==> src/rtl/branch_pred_pkg.sv <==
// Shared types and constants for the perceptron branch predictor datapath.
package branch_pred_pkg;

  typedef enum logic [2:0] {
    CLEAR    = 3'd0,
    IDLE     = 3'd1,
    READ     = 3'd2,
    PREDICT  = 3'd3,
    TRAIN_RD = 3'd4,
    TRAIN_WR = 3'd5,
    FINISH   = 3'd6
  } state_e;

  localparam int RAM_BYTES  = 128;
  localparam int MEM_ADDR_W = 7;
  localparam int WEIGHT_W   = 8;
  localparam int ACC_W      = 13;

  localparam logic signed [WEIGHT_W-1:0] WEIGHT_MAX = 8'sh7F;
  localparam logic signed [WEIGHT_W-1:0] WEIGHT_MIN = 8'sh80;

  // Sign-extend a stored weight byte to accumulator width.
  function automatic logic signed [ACC_W-1:0] sext_weight(input logic [WEIGHT_W-1:0] w);
    return {{(ACC_W-WEIGHT_W){w[WEIGHT_W-1]}}, w};
  endfunction

endpackage

==> src/rtl/perceptron_engine_if.sv <==
// Bundle of the record handshake, result strobes and latch-memory bus.
//
// Handshake: start is a one-cycle request pulse carrying inst_addr and
// direction_ground_truth; it is accepted only on a cycle where busy is low
// (there is no backpressure, a start seen while busy is dropped). Results are
// qualified by one-cycle pulses: pred_valid qualifies prediction, done marks
// the end of the record. Memory reads return mem_rdata one cycle after
// mem_addr; a write happens on every cycle mem_wr_en is high.
interface perceptron_engine_if
  import branch_pred_pkg::*;
#(
  parameter int ADDR_BITS = 16
);
  logic                  start;
  logic [ADDR_BITS-1:0]  inst_addr;
  logic                  direction_ground_truth;
  logic [MEM_ADDR_W-1:0] mem_addr;
  logic                  mem_wr_en;
  logic [WEIGHT_W-1:0]   mem_wdata;
  logic [WEIGHT_W-1:0]   mem_rdata;
  logic                  busy;
  logic                  pred_valid;
  logic                  prediction;
  logic                  done;
  state_e                dbg_state;

  modport master (
    output start, inst_addr, direction_ground_truth, mem_rdata,
    input  mem_addr, mem_wr_en, mem_wdata, busy, pred_valid, prediction, done, dbg_state
  );

  modport slave (
    input  start, inst_addr, direction_ground_truth, mem_rdata,
    output mem_addr, mem_wr_en, mem_wdata, busy, pred_valid, prediction, done, dbg_state
  );
endinterface

==> src/rtl/weight_sat_update.sv <==
// Signed +/-1 weight step with saturation at the 8-bit limits.
module weight_sat_update
  import branch_pred_pkg::*;
(
  input  logic [WEIGHT_W-1:0] w,
  input  logic                t,
  input  logic                x,
  output logic [WEIGHT_W-1:0] w_next
);

  // Step towards agreement with the outcome; a weight at a limit stays put.
  always_comb begin
    w_next = w;
    if (t == x) begin
      if ($signed(w) != WEIGHT_MAX) w_next = w + 1'b1;
    end else begin
      if ($signed(w) != WEIGHT_MIN) w_next = w - 1'b1;
    end
  end

endmodule

==> src/rtl/perceptron_engine.sv <==
// Perceptron predict-and-train stage: clears the weight memory after reset,
// then per branch record reads one perceptron, predicts, optionally trains
// the weights and shifts the outcome into the global history.
module perceptron_engine
  import branch_pred_pkg::*;
#(
  parameter int HISTORY_LENGTH  = 15,
  parameter int NUM_PERCEPTRONS = 8,   // NUM_PERCEPTRONS*(HISTORY_LENGTH+1) must not exceed 128
  parameter int ADDR_BITS       = 16,
  parameter int THETA           = 42
)(
  input logic                clk,
  input logic                rst_n,
  perceptron_engine_if.slave bus
);

  localparam logic [MEM_ADDR_W-1:0] LAST_K  = MEM_ADDR_W'(HISTORY_LENGTH);
  localparam logic [MEM_ADDR_W-1:0] LAST_B  = MEM_ADDR_W'(RAM_BYTES - 1);
  localparam logic signed [ACC_W-1:0] THETA_P = ACC_W'(THETA);
  localparam logic signed [ACC_W-1:0] THETA_N = -THETA_P;

  state_e                    state, state_nx;
  logic                      armed;     // low only until the first edge after reset release
  logic [MEM_ADDR_W-1:0]     cnt;       // clear sweep address, or weight index k
  logic [MEM_ADDR_W-1:0]     base;
  logic                      truth;
  logic [HISTORY_LENGTH-1:0] history;   // never changes while busy, so it doubles as the snapshot
  logic signed [ACC_W-1:0]   acc;
  logic                      pred_q;

  logic [ADDR_BITS-1:0]      p_full;
  logic [MEM_ADDR_W-1:0]     base_sel;
  logic [MEM_ADDR_W-1:0]     data_idx;
  logic [HISTORY_LENGTH:0]   hist_shift;
  logic                      x_bit;
  logic signed [ACC_W-1:0]   acc_nx;
  logic [WEIGHT_W-1:0]       w_next;
  logic                      pred_now;
  logic                      train_need;

  // Perceptron selection and the per-byte input term for the current data byte.
  always_comb begin
    p_full     = (bus.inst_addr >> 2) % ADDR_BITS'(NUM_PERCEPTRONS);
    base_sel   = MEM_ADDR_W'(p_full * ADDR_BITS'(HISTORY_LENGTH + 1));
    // READ sees data for the address issued one cycle earlier; TRAIN_WR sees its own.
    data_idx   = (state == TRAIN_WR) ? cnt : cnt - 1'b1;
    hist_shift = {history, 1'b1} >> data_idx;
    x_bit      = hist_shift[0];
    acc_nx     = x_bit ? acc + sext_weight(bus.mem_rdata) : acc - sext_weight(bus.mem_rdata);
    pred_now   = ~acc[ACC_W-1];
    train_need = (pred_now != truth) || ((acc <= THETA_P) && (acc >= THETA_N));
  end

  weight_sat_update u_sat (
    .w      (bus.mem_rdata),
    .t      (truth),
    .x      (x_bit),
    .w_next (w_next)
  );

  // State register; armed holds off the clear sweep while reset is asserted.
  always_ff @(posedge clk or negedge rst_n) begin
    if (!rst_n) begin
      state <= CLEAR;
      armed <= 1'b0;
    end else begin
      state <= state_nx;
      armed <= 1'b1;
    end
  end

  // Next-state and memory bus drive.
  always_comb begin
    state_nx      = state;
    bus.mem_addr  = '0;
    bus.mem_wr_en = 1'b0;
    bus.mem_wdata = '0;
    case (state)
      CLEAR: begin
        bus.mem_addr  = cnt;
        bus.mem_wr_en = armed;
        if (armed && cnt == LAST_B) state_nx = IDLE;
      end
      IDLE: begin
        if (bus.start) state_nx = READ;
      end
      READ: begin
        bus.mem_addr = base + cnt;
        if (cnt == LAST_K + 1'b1) state_nx = PREDICT;
      end
      PREDICT: begin
        state_nx = train_need ? TRAIN_RD : FINISH;
      end
      TRAIN_RD: begin
        bus.mem_addr = base + cnt;
        state_nx     = TRAIN_WR;
      end
      TRAIN_WR: begin
        bus.mem_addr  = base + cnt;
        bus.mem_wr_en = 1'b1;
        bus.mem_wdata = w_next;
        state_nx      = (cnt == LAST_K) ? FINISH : TRAIN_RD;
      end
      FINISH: begin
        state_nx = IDLE;
      end
      default: state_nx = CLEAR;
    endcase
  end

  // Datapath: sweep counter, record capture, accumulation, history shift.
  always_ff @(posedge clk or negedge rst_n) begin
    if (!rst_n) begin
      cnt     <= '0;
      base    <= '0;
      truth   <= 1'b0;
      acc     <= '0;
      pred_q  <= 1'b0;
      history <= '0;
    end else begin
      case (state)
        CLEAR: if (armed) cnt <= cnt + 1'b1;
        IDLE: begin
          if (bus.start) begin
            base  <= base_sel;
            truth <= bus.direction_ground_truth;
            acc   <= '0;
            cnt   <= '0;
          end
        end
        READ: begin
          if (cnt != '0) acc <= acc_nx;
          cnt <= (cnt == LAST_K + 1'b1) ? '0 : cnt + 1'b1;
        end
        PREDICT:  pred_q  <= pred_now;
        TRAIN_WR: cnt     <= cnt + 1'b1;
        FINISH:   history <= {history[HISTORY_LENGTH-2:0], truth};
        default: ;
      endcase
    end
  end

  assign bus.busy       = (state != IDLE);
  assign bus.pred_valid = (state == PREDICT);
  assign bus.prediction = (state == PREDICT) ? pred_now : pred_q;
  assign bus.done       = (state == FINISH);
  assign bus.dbg_state  = state;

endmodule

==> src/flat_wrapper.sv <==
// flat-port wrapper written by rule: the top's interface ports become plain ports
module perceptron_engine_flat import branch_pred_pkg::*;
#(
  parameter int HISTORY_LENGTH  = 15,
  parameter int NUM_PERCEPTRONS = 8,                                                            
  parameter int ADDR_BITS       = 16,
  parameter int THETA           = 42
)
  (clk, rst_n, bus_start, bus_inst_addr, bus_direction_ground_truth, bus_mem_rdata, bus_mem_addr, bus_mem_wr_en, bus_mem_wdata, bus_busy, bus_pred_valid, bus_prediction, bus_done, bus_dbg_state);
  perceptron_engine_if #(.ADDR_BITS(ADDR_BITS)) bus_i ();
  input logic clk;
  input logic rst_n;
  input wire logic [$bits(bus_i.start)-1:0] bus_start;
  input wire logic [$bits(bus_i.inst_addr)-1:0] bus_inst_addr;
  input wire logic [$bits(bus_i.direction_ground_truth)-1:0] bus_direction_ground_truth;
  input wire logic [$bits(bus_i.mem_rdata)-1:0] bus_mem_rdata;
  output wire logic [$bits(bus_i.mem_addr)-1:0] bus_mem_addr;
  output wire logic [$bits(bus_i.mem_wr_en)-1:0] bus_mem_wr_en;
  output wire logic [$bits(bus_i.mem_wdata)-1:0] bus_mem_wdata;
  output wire logic [$bits(bus_i.busy)-1:0] bus_busy;
  output wire logic [$bits(bus_i.pred_valid)-1:0] bus_pred_valid;
  output wire logic [$bits(bus_i.prediction)-1:0] bus_prediction;
  output wire logic [$bits(bus_i.done)-1:0] bus_done;
  output wire logic [$bits(bus_i.dbg_state)-1:0] bus_dbg_state;
  assign bus_i.start = bus_start;
  assign bus_i.inst_addr = bus_inst_addr;
  assign bus_i.direction_ground_truth = bus_direction_ground_truth;
  assign bus_i.mem_rdata = bus_mem_rdata;
  assign bus_mem_addr = bus_i.mem_addr;
  assign bus_mem_wr_en = bus_i.mem_wr_en;
  assign bus_mem_wdata = bus_i.mem_wdata;
  assign bus_busy = bus_i.busy;
  assign bus_pred_valid = bus_i.pred_valid;
  assign bus_prediction = bus_i.prediction;
  assign bus_done = bus_i.done;
  assign bus_dbg_state = bus_i.dbg_state;
  perceptron_engine #(.HISTORY_LENGTH(HISTORY_LENGTH), .NUM_PERCEPTRONS(NUM_PERCEPTRONS), .ADDR_BITS(ADDR_BITS), .THETA(THETA)) u_core (.clk(clk), .rst_n(rst_n), .bus(bus_i));
endmodule
==> config.mk <==
export PLATFORM = sky130hd
export DESIGN_NAME = perceptron_engine_flat
export DESIGN_NICKNAME = d
export VERILOG_FILES = /design/src/rtl/branch_pred_pkg.sv /design/src/rtl/perceptron_engine_if.sv /design/src/rtl/weight_sat_update.sv /design/src/rtl/perceptron_engine.sv /design/src/flat_wrapper.sv
export SDC_FILE = /design/constraint.sdc
export NUM_CORES = 1
export LEC_CHECK = 0
export BUFFER_PORTS_ARGS = -buffer_cell sky130_fd_sc_hd__buf_4
export CORE_MARGIN = 8
export CORE_UTILIZATION = 45
export DETAILED_ROUTE_END_ITERATION = 10
export PLACE_DENSITY_LB_ADDON = 0.3
export SLEW_MARGIN = 5
export SYNTH_ARGS = -nofsm -noshare
export SYNTH_HDL_FRONTEND = slang
export SYNTH_SLANG_ARGS = --single-unit
==> constraint.sdc <==
create_clock -name clk -period 4.6 [get_ports clk]
set_input_delay 0 -clock clk [delete_from_list [all_inputs] [get_ports clk]]
set_output_delay 0 -clock clk [all_outputs]
set_load 0.05 [all_outputs]
Word-level counts from Yosys, hierarchy flattened
Cells that the tools add are included.
{"block": "op_classes", "n_lt_le_gt_ge": 2, "shift": 1, "n_addsub": 7, "mux": 22, "n_bitwise": 1, "reduce_logical": 12, "eq_ne": 19}
{"op": "13-bit two-way mux", "count": 3}
{"op": "8-bit two-way mux", "count": 4}
{"op": "7-bit two-way mux", "count": 4}
{"op": "7-bit one-hot mux with 4 select lines", "count": 1}
{"op": "13-bit one-hot mux with 2 select lines", "count": 1}
{"op": "3-bit one-hot mux with 7 select lines", "count": 1}
{"op": "8-bit != test (second input constant)", "count": 2}
{"op": "16-bit by 7-bit >> shifter with 1-bit output", "count": 1}
{"op": "7-bit one-hot mux with 2 select lines", "count": 1}
{"op": "13-bit by 8-bit adder with 13-bit output", "count": 1}
{"op": "13-bit by 7-bit greater-or-equal comparator with 1-bit output (second input constant)", "count": 1}
{"op": "13-bit by 7-bit less-or-equal comparator with 1-bit output (second input constant)", "count": 1}
{"op": "13-bit by 8-bit subtractor with 13-bit output", "count": 1}
{"op": "3-bit == test (second input constant)", "count": 3}
{"op": "3-bit two-way mux", "count": 3}
{"op": "3-bit AND reduction", "count": 3}
{"op": "8-bit by 1-bit adder with 8-bit output (second input constant)", "count": 1}
{"op": "2-bit by 1-bit != test with 1-bit output (second input constant)", "count": 4}
{"op": "8-bit by 1-bit subtractor with 8-bit output (second input constant)", "count": 1}
{"op": "7-bit by 1-bit adder with 7-bit output (second input constant)", "count": 1}
{"op": "7-bit adder", "count": 1}
{"op": "7-bit by 4-bit == test with 1-bit output (second input constant)", "count": 1}
{"op": "7-bit by 5-bit == test with 1-bit output (second input constant)", "count": 1}
{"op": "7-bit == test (second input constant)", "count": 1}
{"op": "other kinds (19)", "count": 22}
{"block": "word_totals", "reg_bits": 44, "wordCells": 72, "input_bits": 28}

Logic depth before layout (Yosys ltp)
{"block": "logic_depth", "word_depth": 6, "depth_mapped": 24, "ltp_nobuf": 21}

By module
Synthesis repeated with hierarchy kept, for this count alone.
{"block": "hier_totals", "hier_cells": 445, "area_unflattened_um2": 3892.5}
{"mod": "perceptron_engine", "area_per_inst_um2": 3424.5, "n_inst": 1, "seq_area_each_um2": 1101.1, "cells_each": 380}
{"mod": "weight_sat_update", "area_per_inst_um2": 467.9, "n_inst": 1, "seq_area_each_um2": 0.0, "cells_each": 65}

Least setup slack after synthesis
OpenSTA, ideal clock, no wires.
{"block": "synth_path", "path_kind": "register -> register", "start": "register u_core.cnt[0]", "end": "register u_core.acc[11]", "slack_ps": -388, "required_ps": 4504, "stages_incl_launch_ff": 24, "arrival_time_ps": 4893, "path_cell_list": "dfrtp_1 buf_2 clkinv_1 ha_1 buf_2 mux2_1 mux4_2 a211oi_1 o31ai_1 and3_1 nor2_1 buf_2 nor2_1 a21o_1 ha_1 a21o_1 a21o_1 a21o_1 a21o_1 a21oi_1 o21ai_0 o41ai_1 xnor2_1 o31ai_1"}
{"block": "synth_between", "elab_chain_len": 6}
{"element": "start, declared", "line": "perceptron_engine.sv:24", "text": "logic [MEM_ADDR_W-1:0] cnt;"}
{"element": "start signal, assigned", "line": "perceptron_engine.sv:122", "text": "CLEAR: if (armed) cnt <= cnt + 1'b1;"}
{"element": "start signal, assigned", "line": "perceptron_engine.sv:133", "text": "cnt <= (cnt == LAST_K + 1'b1) ? '0 : cnt + 1'b1;"}
{"element": "start signal, assigned", "line": "perceptron_engine.sv:136", "text": "TRAIN_WR: cnt <= cnt + 1'b1;"}
{"element": "7-bit by 1-bit subtractor with 7-bit output", "line": "perceptron_engine.sv:46", "text": "data_idx = (state == TRAIN_WR) ? cnt : cnt - 1'b1;"}
{"element": "7-bit two-way mux", "line": "perceptron_engine.sv:46"}
{"element": "16-bit by 7-bit >> shifter with 1-bit output", "line": "perceptron_engine.sv:47", "text": "hist_shift = {history, 1'b1} >> data_idx;"}
{"element": "13-bit two-way mux", "line": "perceptron_engine.sv:49", "text": "acc_nx = x_bit ? acc + sext_weight(bus.mem_rdata) : acc - sext_weight(bus.mem_rdata);"}
{"element": "13-bit two-way mux", "line": "perceptron_engine.sv:132", "text": "if (cnt != '0) acc <= acc_nx;"}
{"element": "13-bit one-hot mux with 2 select lines", "line": "perceptron_engine.sv:121", "text": "case (state)"}
{"element": "end signal, assigned", "line": "perceptron_engine.sv:132"}
{"element": "end, declared", "line": "perceptron_engine.sv:28", "text": "logic signed [ACC_W-1:0] acc;"}
Parallel ways exist; a longest one is shown, timed or not. The select of a mux whose other input is x is not followed.
A chain may end at the register's enable or synchronous reset.

Worst setup path in the final report
{"block": "layout_path", "start": "register u_core.cnt[0]", "end": "register u_core.acc[12]"}
Same word-level chain as after synthesis.

==> summary.md <==
| Metric | Value |
|---|---|
| Status | complete, no violations |
| Leak pwr | 2.09 nW |
| I/O Pins | 51 |
| Final worst path period share | 96.4% |
| Non-filler cells, final | 606 |
| Clock transition at path regs | 80 ps |
| Final global-route overflow total | 0 |
| Setup_tns | 0 ps |
| Largest net degree at the start of global routing | 45 |
| Critical R2R Launch | u_core.cnt[0] |
| Most frequent cells in the layout | buf_4 (71), nand2_1 (62), dfrtp_1 (44) |
| Clock Path Buffers | 2 |
| First-pass GRT wire length | 16.1 mm |
| DRC | 0 |
| FF-to-FF End | u_core.acc[12] |
| CTS tree | built |
| Cell Area, Synth | 3730 µm² |
| Hold wc startpoint | bus_mem_rdata[0] |
| WL final | 9.90 mm |
| Worst R2R Path Depth | 20 |
| Unrepaired setup endpoints after global routing | yes |
| Area Growth Syn to Fin | 22.8% |
| Core Footprint | 8130 µm² |
| Max Cap Violations | 0 |
| Port-buffer cells | 37 |
| Endpoint type of the worst setup path | flop |
| Fmax | 0.225 GHz |
| Total die area | 11500 µm² |
| Sequential standard cell area | 1100 µm² |
| Synth async-reset ratio | 100% |
| First-pass DRT Iterations | 5 |
| Die span in x | 107 µm |
| Initial core utilization | 45.8% |
| Fin nets | 550 |
| Initial antenna violation count | 0 |
| Number of H-tree levels | 2 |
| Final setup viols | 0 |
| # clock sinks | 44 |
| CTS buffer count | 5 |
| Antenna viol nets, final | 0 |
| Number of fill cells | 723 |
| Reg2Reg Setup Slack | 160 ps |
| Worst hold margin | 160 ps |
| Die Y | 107 µm |
| Worst-Skew Late Latency | 300 ps |
| Top FF cell, synth | dfrtp_1 |
| WL/cell | 16.3 µm |
| Net count after synthesis | 488 |
| Share of the synthesized area in the top cell type | 29.5% |
| Post-synth EDFFs | 0 |
| Final min period | 4440 ps |
| Post-Syn Instances | 440 |
| Hold Fails Final Rpt | 0 |
| Sequential share of the synthesized area | 29.5% |
| Slew @ Worst Pin | 837 ps |
| WP data arrival | 4610 ps |
| Area contributors post-synth | dfrtp_1 (30%), nand2_1 (6.2%), ha_1 (6.0%) |
| Hold Path Cell Cnt | 4 |
| CP startpoint kind | flop |
| Final Max Tran Viols | 0 |
| Hold Crit Endpoint | u_core.acc[0] |
| Rows | 33 |
| Vias per inst | 5.79 |
| Fin Clk Skew | 4.77 ps |
| Synth area leader | dfrtp_1 |
| Synth warn | 0 |
| Antenna cells | 0 |
| PwrDens | 790 nW/µm² |
| Peak VDD IR | 0.257 mV |
| Most common cell after layout, fill and taps aside | buf_4 |
| CTS Root Cell | clkbuf_8 |
| Relative slew slack | 42.8% |
| Post-DP HPWL | 7.37 mm |
| Layout cell share with drive strength beyond 1 | 25.7% |
| Initial drt markers | 198 |
| Total number of vias | 3507 |
| All-layer global routing usage | 17.1% |
| Post-synthesis register bit count | 44 |
| Vias in the first global route | 3339 |
| RD Place Congestion | 0.885 |
| Multi-input gate area | 2560 µm² |
| Hold Path Class | input port to flop |
| Synth cell types | 69 |
| Worst path required time | 4770 ps |
| CP Class | flop to flop |
| Placed cell count | 589 |
| Synth Area per Inst | 8.47 µm² |
| Max FO, Critical Path | 4 |
-- kinds of logic (layout without fill, tap and decap cells) --
family | after synthesis | after routing | share of synthesized area (%)
xor gates and xnor gates | 19 | 19 | 4.46
DFF | 44 | 44 | 29.5
and+or+nand+nor | 177 | 177 | 24.2
adders and majority gates | 20 | 20 | 7.12
AOI/OAI and AO/OA | 110 | 110 | 21.0
other | 1 | 1 | 0.101
buffers and inverters | 44 | 105 | 5.07
muxes | 25 | 25 | 8.49
-- worst max-delay path: stages (launching register included) --
cell and delay [ps]:
dfrtp_1 410, clkinv_4 70, ha_4 270, mux2_1 320, mux4_2 520, a211oi_2 230
o31ai_2 90, and3_4 180, nor2_4 150, a21o_1 190, inv_2 50, fa_2 350
nor2b_2 170, o21ai_2 80, a21boi_2 160, o211ai_1 170, a21oi_2 240, o31ai_4 90
nor4b_1 160, a221oi_1 300, o21ai_1 110
-- worst max path at each step --
stage                          end  depth (start not counted)  slack (ps)     startpoint
floorplan           u_core.acc[11]                         23         -20  u_core.cnt[0]
global placement    u_core.acc[12]                         20          60  u_core.cnt[0]
detailed placement  u_core.acc[12]                         20         -30  u_core.cnt[0]
CTS                 u_core.acc[11]                         20           3  u_core.cnt[0]
global route        u_core.acc[12]                         20         -50  u_core.cnt[0]
finish              u_core.acc[12]                         20         160  u_core.cnt[0]
-- sequential cells by signal, summed over array words and instances, names as in the netlist --
| name | cells |
|---|---|
| u_core.acc | 13 |
| u_core.bus.dbg_state | 3 |
| u_core.cnt | 7 |
| u_core.pred_q | 1 |
| u_core.truth | 1 |
| u_core.armed | 1 |
| u_core.history | 15 |
| u_core.base | 3 |
-- power by group --
part	switching [mW]	internal (mW)
logic	1.54	1.13
registers	0.140	0.515
clock network	0.132	0.156
-- synthesized netlist by cell type (4+ instances only) --
| cell | instances |
|---|---|
| nand2_1 | 62 |
| a21oi_1 | 14 |
| xor2_1 | 4 |
| buf_2 | 7 |
| nor2b_1 | 6 |
| o21ai_0 | 27 |
| a21o_1 | 10 |
| xnor2_1 | 15 |
| o22ai_1 | 5 |
| a211oi_1 | 7 |
| ha_1 | 18 |
| dfrtp_1 | 44 |
| o31ai_1 | 10 |
| mux2_1 | 4 |
| mux2_2 | 9 |
| nand3_1 | 15 |
| nor3_1 | 14 |
| and2_1 | 5 |
| clkbuf_1 | 13 |
| nor2_1 | 29 |
| mux2i_1 | 8 |
| nand2b_1 | 7 |
| or3_1 | 7 |
| inv_1 | 19 |
| a22o_1 | 6 |
| nor3b_1 | 6 |
| and3_1 | 8 |
-- per-layer routing --
layer  global-route usage, %  part of all wire (%)  vias up
met5                       0                     0        -
met4                    4.42                   1.4        0
met3                    2.70                   4.7       15
met2                    28.7                    48       86
met1                    22.3                    46     1695
li1                        -                     -     1711
-- repair_timing --
item,CTS,global route
hold buffers,6,0
setup endpoints to repair,2,5
pin swaps,0,14
endpoints found under the hold margin,49,0
setup buffers,0,5
gates resized for setup,4,21
-- layout make-up --
type,count,share of cell area [%]
Tap cell,105,2.87
Timing Repair Buffer,77,13.0
Inverter,22,1.91
Sequential cell,44,24.1
Multi-Input combinational cell,352,56.0
Clock buffer,5,1.50
Clock inverter,1,0.656
-- per-stage QoR --
stage / area, µm² / worst slack (ps) / power, mW / utilization (%)
2_1_floorplan: 3760 / -22.3 / 2.51 / -
3_3_place_gp: 4270 / 59.0 / 3.10 / 52.5
3_5_place_dp: 4270 / -33.6 / 3.17 / 52.5
4_1_cts: 4450 / 3.42 / 3.48 / 54.7
5_1_grt: 4580 / -51.3 / 3.89 / 56.3
6_report: 4580 / 164 / 3.62 / 56.3
(Power assumes the default switching activity.)
